[src/rtl/fractal_sync_pkg.sv]
// Shared types and constants for the fractal-sync local controller.
package fractal_sync_pkg;

    // Widest barrier id a response record can carry; controllers use the low bits.
    localparam int unsigned RspIdMaxWidth = 16;

    // Idle RF id pair: distinct ids with check low, so the RF never reports bypass.
    localparam int unsigned IdleRfId0 = 0;
    localparam int unsigned IdleRfId1 = 1;

    typedef struct packed {
        logic [RspIdMaxWidth-1:0] id;
        logic                     err;
    } fractal_sync_rsp_t;

    // How a popped request head is handled in its issue cycle.
    typedef enum logic [1:0] {
        ClsIdle,
        ClsErr,
        ClsCheck
    } fractal_sync_cls_e;

    function automatic fractal_sync_rsp_t mk_rsp(input logic [RspIdMaxWidth-1:0] id,
                                                 input logic                     err);
        fractal_sync_rsp_t r;
        r.id  = id;
        r.err = err;
        return r;
    endfunction

endpackage

[src/rtl/fractal_sync_fifo.sv]
// Synchronous-reset FIFO accepting up to two ordered pushes per cycle.
// Slot 0 is written ahead of slot 1; slot 1 may be pushed alone.
// Pushing more than the free space (after this cycle's pop) is the caller's problem.
module fractal_sync_fifo #(
    parameter int unsigned WIDTH = 8,
    parameter int unsigned DEPTH = 2,
    localparam int unsigned PtrW = (DEPTH > 1) ? $clog2(DEPTH) : 1,
    localparam int unsigned CntW = $clog2(DEPTH + 1)
) (
    input  logic                  clk_i,
    input  logic                  rst_i,
    input  logic [1:0]            push_i,
    input  logic [1:0][WIDTH-1:0] data_i,
    input  logic                  pop_i,
    output logic [WIDTH-1:0]      data_o,
    output logic                  full_o,
    output logic                  empty_o,
    output logic [CntW-1:0]       free_o
);

    logic [WIDTH-1:0] mem_q [DEPTH];
    logic [PtrW-1:0]  wptr_q, wptr_d, rptr_q, rptr_d, wr_ptr0, wr_ptr1;
    logic [CntW-1:0]  cnt_q, cnt_d;
    logic             pop_en;

    function automatic logic [PtrW-1:0] ptr_inc(input logic [PtrW-1:0] p);
        if (p == PtrW'(DEPTH - 1)) return '0;
        return p + PtrW'(1);
    endfunction

    // Status flags and head data; head reads as zero when empty.
    always_comb begin
        full_o  = (cnt_q == CntW'(DEPTH));
        empty_o = (cnt_q == '0);
        free_o  = CntW'(DEPTH) - cnt_q;
        data_o  = empty_o ? '0 : mem_q[rptr_q];
    end

    // Pointer and occupancy next-state.
    always_comb begin
        pop_en  = pop_i & ~empty_o;
        wr_ptr0 = wptr_q;
        wr_ptr1 = push_i[0] ? ptr_inc(wptr_q) : wptr_q;
        wptr_d  = push_i[1] ? ptr_inc(wr_ptr1) : wr_ptr1;
        rptr_d  = pop_en ? ptr_inc(rptr_q) : rptr_q;
        cnt_d   = cnt_q + CntW'(push_i[0]) + CntW'(push_i[1]) - CntW'(pop_en);
    end

    // Pointer and count registers.
    always_ff @(posedge clk_i) begin
        if (rst_i) begin
            wptr_q <= '0;
            rptr_q <= '0;
            cnt_q  <= '0;
        end else begin
            wptr_q <= wptr_d;
            rptr_q <= rptr_d;
            cnt_q  <= cnt_d;
        end
    end

    // Storage; contents are don't-care until written, so no reset.
    always_ff @(posedge clk_i) begin
        if (push_i[0]) mem_q[wr_ptr0] <= data_i[0];
        if (push_i[1]) mem_q[wr_ptr1] <= data_i[1];
    end

endmodule

[src/rtl/fractal_sync_1d_local_ctrl.sv]
// Request front-end / response back-end for one 1D fractal-sync node.
// Buffers child requests, drives the local RF id/check pair, and turns the RF
// present/bypass/id_err replies into per-child completion or error responses.
module fractal_sync_1d_local_ctrl
    import fractal_sync_pkg::*;
#(
    parameter int unsigned ID_WIDTH  = 4,
    parameter int unsigned N_REGS    = 16,
    parameter int unsigned REQ_DEPTH = 2,
    parameter int unsigned RSP_DEPTH = 4
) (
    input  logic                     clk_i,
    input  logic                     rst_i,
    input  logic [1:0]               req_valid_i,
    output logic [1:0]               req_ready_o,
    input  logic [1:0][ID_WIDTH-1:0] req_id_i,
    output logic [1:0]               rsp_valid_o,
    input  logic [1:0]               rsp_ready_i,
    output logic [1:0][ID_WIDTH-1:0] rsp_id_o,
    output logic [1:0]               rsp_err_o,
    output logic [1:0][ID_WIDTH-1:0] rf_id_o,
    output logic [1:0]               rf_check_o,
    input  logic [1:0]               rf_present_i,
    input  logic [1:0]               rf_id_err_i,
    input  logic                     rf_bypass_i
);

    localparam int unsigned RspW    = ID_WIDTH + 1;
    localparam int unsigned ReqCntW = $clog2(REQ_DEPTH + 1);
    localparam int unsigned RspCntW = $clog2(RSP_DEPTH + 1);

    logic [1:0]                   req_push, req_full, req_empty;
    logic [1:0][ID_WIDTH-1:0]     head;
    logic [1:0][ReqCntW-1:0]      req_free;
    logic [1:0][1:0]              rsp_push;
    logic [1:0][1:0][RspW-1:0]    rsp_data;
    logic [1:0][RspW-1:0]         rsp_head;
    logic [1:0]                   rsp_full, rsp_empty;
    logic [1:0][RspCntW-1:0]      rsp_free;
    logic [1:0][N_REGS-1:0]       wait_q, wait_d;
    logic                         gate;
    logic [1:0]                   elig, cand;
    fractal_sync_cls_e            cls [2];
    logic                         bypass;
    logic                         unused_fifo;

    assign unused_fifo = ^{rsp_full, req_free};

    function automatic logic [RspW-1:0] pack_rsp(input fractal_sync_rsp_t r);
        return {r.id[ID_WIDTH-1:0], r.err};
    endfunction

    for (genvar p = 0; p < 2; p++) begin : g_port
        assign req_push[p]    = req_valid_i[p] & ~req_full[p];
        assign req_ready_o[p] = ~req_full[p];
        assign rsp_valid_o[p] = ~rsp_empty[p];
        assign rsp_id_o[p]    = rsp_head[p][RspW-1:1];
        assign rsp_err_o[p]   = rsp_head[p][0];

        fractal_sync_fifo #(
            .WIDTH (ID_WIDTH),
            .DEPTH (REQ_DEPTH)
        ) u_req_fifo (
            .clk_i   (clk_i),
            .rst_i   (rst_i),
            .push_i  ({1'b0, req_push[p]}),
            .data_i  ({{ID_WIDTH{1'b0}}, req_id_i[p]}),
            .pop_i   (elig[p]),
            .data_o  (head[p]),
            .full_o  (req_full[p]),
            .empty_o (req_empty[p]),
            .free_o  (req_free[p])
        );

        fractal_sync_fifo #(
            .WIDTH (RspW),
            .DEPTH (RSP_DEPTH)
        ) u_rsp_fifo (
            .clk_i   (clk_i),
            .rst_i   (rst_i),
            .push_i  (rsp_push[p]),
            .data_i  (rsp_data[p]),
            .pop_i   (rsp_ready_i[p]),
            .data_o  (rsp_head[p]),
            .full_o  (rsp_full[p]),
            .empty_o (rsp_empty[p]),
            .free_o  (rsp_free[p])
        );
    end

    // Issue gate: a cycle can add two responses to either port, so both need room for two.
    // cand excludes re-requests of armed ids; it does not depend on RF replies, which keeps
    // the rf_id_o -> rf_id_err_i path loop-free.
    always_comb begin
        gate = (rsp_free[0] >= RspCntW'(2)) && (rsp_free[1] >= RspCntW'(2));
        for (int p = 0; p < 2; p++) begin
            elig[p] = ~req_empty[p] & gate;
            cand[p] = elig[p] & ~wait_q[p][head[p]];
        end
    end

    // RF id drive: an unused port takes the inverse of the active id so ids never collide.
    always_comb begin
        rf_id_o[0] = ID_WIDTH'(IdleRfId0);
        rf_id_o[1] = ID_WIDTH'(IdleRfId1);
        case (cand)
            2'b11: rf_id_o = head;
            2'b01: begin
                rf_id_o[0] = head[0];
                rf_id_o[1] = ~head[0];
            end
            2'b10: begin
                rf_id_o[0] = ~head[1];
                rf_id_o[1] = head[1];
            end
            default: ;
        endcase
    end

    // Classify each head; only an actual RF candidate consults its id_err reply.
    always_comb begin
        for (int p = 0; p < 2; p++) begin
            if (!elig[p])              cls[p] = ClsIdle;
            else if (!cand[p])         cls[p] = ClsErr;
            else if (rf_id_err_i[p])   cls[p] = ClsErr;
            else                       cls[p] = ClsCheck;
            rf_check_o[p] = (cls[p] == ClsCheck);
        end
        bypass = rf_check_o[0] & rf_check_o[1] & rf_bypass_i;
    end

    // Response generation and wait-vector update. Slot 0 carries the port's own
    // response, slot 1 a completion released on behalf of the partner.
    always_comb begin
        int o;
        wait_d   = wait_q;
        rsp_push = '0;
        rsp_data = '0;
        for (int p = 0; p < 2; p++) begin
            o = 1 - p;
            unique case (cls[p])
                ClsErr: begin
                    rsp_push[p][0] = 1'b1;
                    rsp_data[p][0] = pack_rsp(mk_rsp(RspIdMaxWidth'(head[p]), 1'b1));
                end
                ClsCheck: begin
                    if (bypass) begin
                        rsp_push[p][0] = 1'b1;
                        rsp_data[p][0] = pack_rsp(mk_rsp(RspIdMaxWidth'(head[p]), 1'b0));
                    end else if (!rf_present_i[p]) begin
                        wait_d[p][head[p]] = 1'b1;
                    end else begin
                        rsp_push[p][0] = 1'b1;
                        rsp_data[p][0] = pack_rsp(mk_rsp(RspIdMaxWidth'(head[p]), 1'b0));
                        if (wait_q[o][head[p]]) begin
                            wait_d[o][head[p]] = 1'b0;
                            rsp_push[o][1]     = 1'b1;
                            rsp_data[o][1]     = pack_rsp(mk_rsp(RspIdMaxWidth'(head[p]), 1'b0));
                        end
                    end
                end
                default: ;
            endcase
        end
    end

    // Wait-vector register.
    always_ff @(posedge clk_i) begin
        if (rst_i) wait_q <= '0;
        else       wait_q <= wait_d;
    end

endmodule

[config.mk]
export PLATFORM = sky130hd
export DESIGN_NAME = fractal_sync_1d_local_ctrl
export DESIGN_NICKNAME = d
export VERILOG_FILES = /design/src/rtl/fractal_sync_pkg.sv /design/src/rtl/fractal_sync_fifo.sv /design/src/rtl/fractal_sync_1d_local_ctrl.sv
export SDC_FILE = /design/constraint.sdc
export NUM_CORES = 1
export LEC_CHECK = 0
export BUFFER_PORTS_ARGS = -buffer_cell sky130_fd_sc_hd__buf_2
export CAP_MARGIN = 25
export CORE_ASPECT_RATIO = 0.5
export CORE_MARGIN = 2
export CORE_UTILIZATION = 40
export DETAILED_ROUTE_END_ITERATION = 16
export PLACE_DENSITY = 0.67
export SETUP_SLACK_MARGIN = 0.4
export SYNTH_ARGS = -nofsm -noshare
export SYNTH_HDL_FRONTEND = slang
export SYNTH_SLANG_ARGS = --single-unit
[constraint.sdc]
create_clock -name clk_i -period 6.23 [get_ports clk_i]
set_input_delay 0.9345 -clock clk_i [delete_from_list [all_inputs] [get_ports clk_i]]
set_output_delay 0.9345 -clock clk_i [all_outputs]
set_load 0.02 [all_outputs]
==> metrics.md <==
| Metric | Value |
|---|---|
| Cells after synthesis | `around 740` |
| Hold/Removal Path Class | `register to register` |
| Register share of total power | `25.9%` |
| Register area share after synthesis | `between 30 and 40%` |
| Initial antenna violation count | `0` |
| IO Pins | `43` |
| Largest fanout on the critical path | `16` |
| Die Span Y | `about 99 um` |
| Antenna violation net count after detailed routing | `0` |
| CP Class | `register to register` |
| DR iter-0 viols | `684` |
| DRC Markers | `0` |
| Hold Buf Count CTS | `0` |
| Status | `completed` |
| PwrDens | `~480 nW/um^2` |
| Starting density of the core | `41.3%` |
| Worst vdd ir | `approximately 0.23 mV` |
| Warnings, synthesis | `0` |
| Root Buffer | `clkbuf_16` |
| Final worst slack | `775 ps` |
| Mean routed wirelength per cell | `between 15 and 20 um` |
| Tcrit/Tclk final | `between 80% and 90%` |
| Top-area cell type share of the netlist area | `between 10% and 20%` |
| Crit-path most repeated cell | `fa_1` |
| Crit path cell chain | `mux2_1 > nand2_1 > a211oi_1 > nor4_2 > a22oi_4 > o21ai_1 > ha_1 > nand3_1 > a41oi_1 > o211ai_2 > buf_4 > nor3_2 > fa_1 > fa_1 > nor2b_1` |
| CTS HTree Levels | `4` |
| Switching pwr | `1.79 mW` |
| Most instantiated cells after synthesis | `68 x dfxtp_1, 58 x nand2_1, 57 x nand3_1, 52 x nor2_1, 48 x edfxtp_1` |
| Hold Crit Start | `g_port[0].u_rsp_fifo.mem_q[0][0]$_SDFFE_PP0P_` |
| Relative slew slack | `a little over two fifths` |
| Crit path max-delay family | `simple AND/OR/NAND/NOR gates` |
| Dominant synthesized flop cell | `dfxtp_1` |
| Clock Skew | `slightly below 9 ps` |
| # rows | `34` |
| Worst Tran Pin Value | `roughly 840 ps` |
| Clock sink count | `about 120` |
| CP max stage cell | `dfxtp_1` |
| Power share of the combinational group | `between 50% and 60%` |
| Int Power | `roughly 2.1 mW` |
| Data arrival time of the critical path | `between 5000 and 6000 ps` |
| Clock transition at path regs | `approximately 60 ps` |
| Die ar. | `between 15,000 and 20,000 um^2` |
| Via Count | `5,956` |
| Synth Register Bits | `about 120` |
| Register area | `about 2800 um^2` |
| Post-synth top area cell | `edfxtp_1` |
| Leak Pwr | `~2.8 nW` |
| Max Cap Viol | `0` |
| Fin util | `46.8%` |
| Worst hold slack | `around 460 ps` |
| Async S/R FF share, synth | `0%` |
| Drt pass-1 iters | `5` |
| N_diodes | `0` |
| Syn Std Cell Area | `roughly 7300 um^2` |
| Count leader, synth | `dfxtp_1` |
| Avg Inst Size Synth | `about 10 um^2` |
| GRT Overall Usage | `a little over a fifth` |
| Vias in the first global route | `5,715` |
| Largest net degree at the start of global routing | `between 40 and 50` |
| Layout cell share with drive strength beyond 1 | `~17%` |
| CP Data Required Time | `roughly 6500 ps` |
| Setup TNS | `0 ps` |
| Longest Clk Path Bufs | `2` |
| Grt ovf | `0` |
| Sw frac | `a little under half` |
| Top area cells in the synthesized netlist | `edfxtp_1 20%, dfxtp_1 19%, ha_1 6.2%` |
| Clock Power Share | `between 20 and 25%` |
| Worst setup SP type | `register` |
| Max Slew Vio Count | `0` |
| EDFF count, synth | `48` |
| CTS tree | `yes` |
| RSZ-0062 raised after global routing | `false` |
| Total CTS buffers | `17` |
| Netlist cell types | `between 70 and 80` |
| Detailed placement HPWL | `between 10,000 and 15,000 um` |
| Final hold violation count | `0` |
| Setup violators final | `0` |
| PortBufs | `42` |
| Nature of the critical path endpoint | `register` |
| Multi-input logic area | `roughly 4200 um^2` |
| WP buf/inv | `1` |
| Final net count | `between 800 and 900` |
| Clock latency reported for the late side of the worst-skew pair | `~420 ps` |
| Gpl congestion | `approximately 0.94` |
| CORE AREA | `approximately 18,000 um^2` |
| Synth Net Count | `between 800 and 900` |
| Layout area overhead | `13.3%` |
| First-pass GRT wire length | `31,300 um` |
| Drt via density | `between 5 and 6` |
| Fmax | `between 0.15 and 0.2 GHz` |
| Final min period | `5450 ps` |
| Slowest stage delay, CP | `roughly 640 ps` |
| Die Wd | `a little under 200 um` |
| Setup WS pre-CTS | `about 700 ps` |
| Final WL | `a little under 20,000 um` |
| # fillers | `approximately 1,700` |
-- cells by family (layout without fill, tap and decap cells) --
group | count (synthesis) | after routing | share of synthesized area [%]
and+or+nand+nor | 267 | 267 | 20.5
adders and majority gates | 40 | 40 | 7.29
buffers and inverters | 76 | 123 | 4.42
xor gates and xnor gates | 12 | 12 | 1.44
AOI/OAI and AO/OA | 166 | 166 | 16.3
muxes | 65 | 65 | 11.5
DFF | 116 | 116 | 38.5
-- sequential cells by signal (all words and copies together) (netlist names), named ones only --
name                      count
g_port.u_rsp_fifo.mem_q      40
wait_q                       32
g_port.u_req_fifo.mem_q      16
g_port.u_rsp_fifo.cnt_q       6
g_port.u_req_fifo.cnt_q       4
g_port.u_rsp_fifo.rptr_q      4
g_port.u_rsp_fifo.wptr_q      4
g_port.u_req_fifo.rptr_q      2
g_port.u_req_fifo.wptr_q      2
-- stage by stage --
step | instances | instance area, um^2 | total power [mW]
floorplan | 742 | 7280 | 2.47
global placement | 991 | 7700 | 2.95
detailed placement | 991 | 7700 | 2.99
CTS | 1023 | 8240 | 3.90
global route | 1023 | 8250 | 4.17
finish | 1023 | 8250 | 3.92
-- final timing paths --
| kind | end | slack [ps] | cells past startpoint |
|---|---|---|---|
| setup / recovery | g_port[1].u_rsp_fifo.cnt_q[1]$_SDFF_PP0_ | 780 | 15 |
| hold / removal | g_port[0].u_rsp_fifo.mem_q[0][0]$_SDFFE_PP0P_ | 460 | 2 |
| setup reg to reg | g_port[1].u_rsp_fifo.cnt_q[1]$_SDFF_PP0_ | 780 | 15 |
| hold reg to reg | g_port[0].u_rsp_fifo.mem_q[0][0]$_SDFFE_PP0P_ | 460 | 2 |
-- power groups by stage --
stage          Clock [mW]  Combinational (mW)  Sequential (mW)
6_report            0.909                2.00             1.02
5_1_grt             0.952                2.18             1.04
4_1_cts             0.918                1.97             1.02
3_5_place_dp            0                1.96             1.03
3_3_place_gp            0                1.92             1.03
2_1_floorplan           0                1.49            0.979
-- layout make-up --
| class | count | area share (%) |
|---|---|---|
| Clock buffer | 18 | 5.20 |
| Sequential cell | 116 | 34.0 |
| Timing Repair Buffer | 56 | 3.82 |
| Clock inverter | 14 | 1.38 |
| Inverter | 35 | 1.59 |
| Tap cell | 234 | 3.55 |
| Multi-Input combinational cell | 550 | 50.5 |
-- repair_timing --
item | CTS | global route
endpoints found under the setup margin | 0 | 32
buffers inserted | 0 | 0
gates resized for setup | 0 | 2
-- tightest hold or removal path: cells and delay by family, from the launching register on --
family | cells | cell delay [ps]
AO/OA/AOI/OAI | 1 | 50
flip-flops | 1 | 310
AND/OR/NAND/NOR | 1 | 50
-- routing by layer --
metal | share of wire [%] | vias to the layer above | track usage, %
met4 | 2.2 | 0 | 7.05
met1 | 45 | 2798 | 28.2
met5 | 0 | - | 0
met2 | 45 | 275 | 33.5
li1 | - | 2836 | -
met3 | 8.1 | 47 | 4.41
-- layout by cell type, fill, tap and decap left out, types with 8 or more instances in the layout --
cell / synthesis / final
mux2i_1: 42 / 42
o21ai_0: 17 / 17
o21ai_1: 8 / 8
nand2b_1: 11 / 11
inv_1: 35 / 35
nor3_1: 12 / 12
nand3_1: 57 / 57
buf_2: 14 / 42
nor2b_1: 8 / 8
and2_1: 16 / 16
buf_4: 1 / 14
mux4_2: 12 / 12
ha_1: 36 / 36
nand2_1: 58 / 58
edfxtp_1: 48 / 48
nor2_1: 52 / 50
clkbuf_16: 0 / 17
a21oi_1: 38 / 38
a211oi_1: 33 / 33
dfxtp_1: 68 / 68
xnor2_1: 8 / 8
No activity file was read; power rests on OpenSTA's default activity.
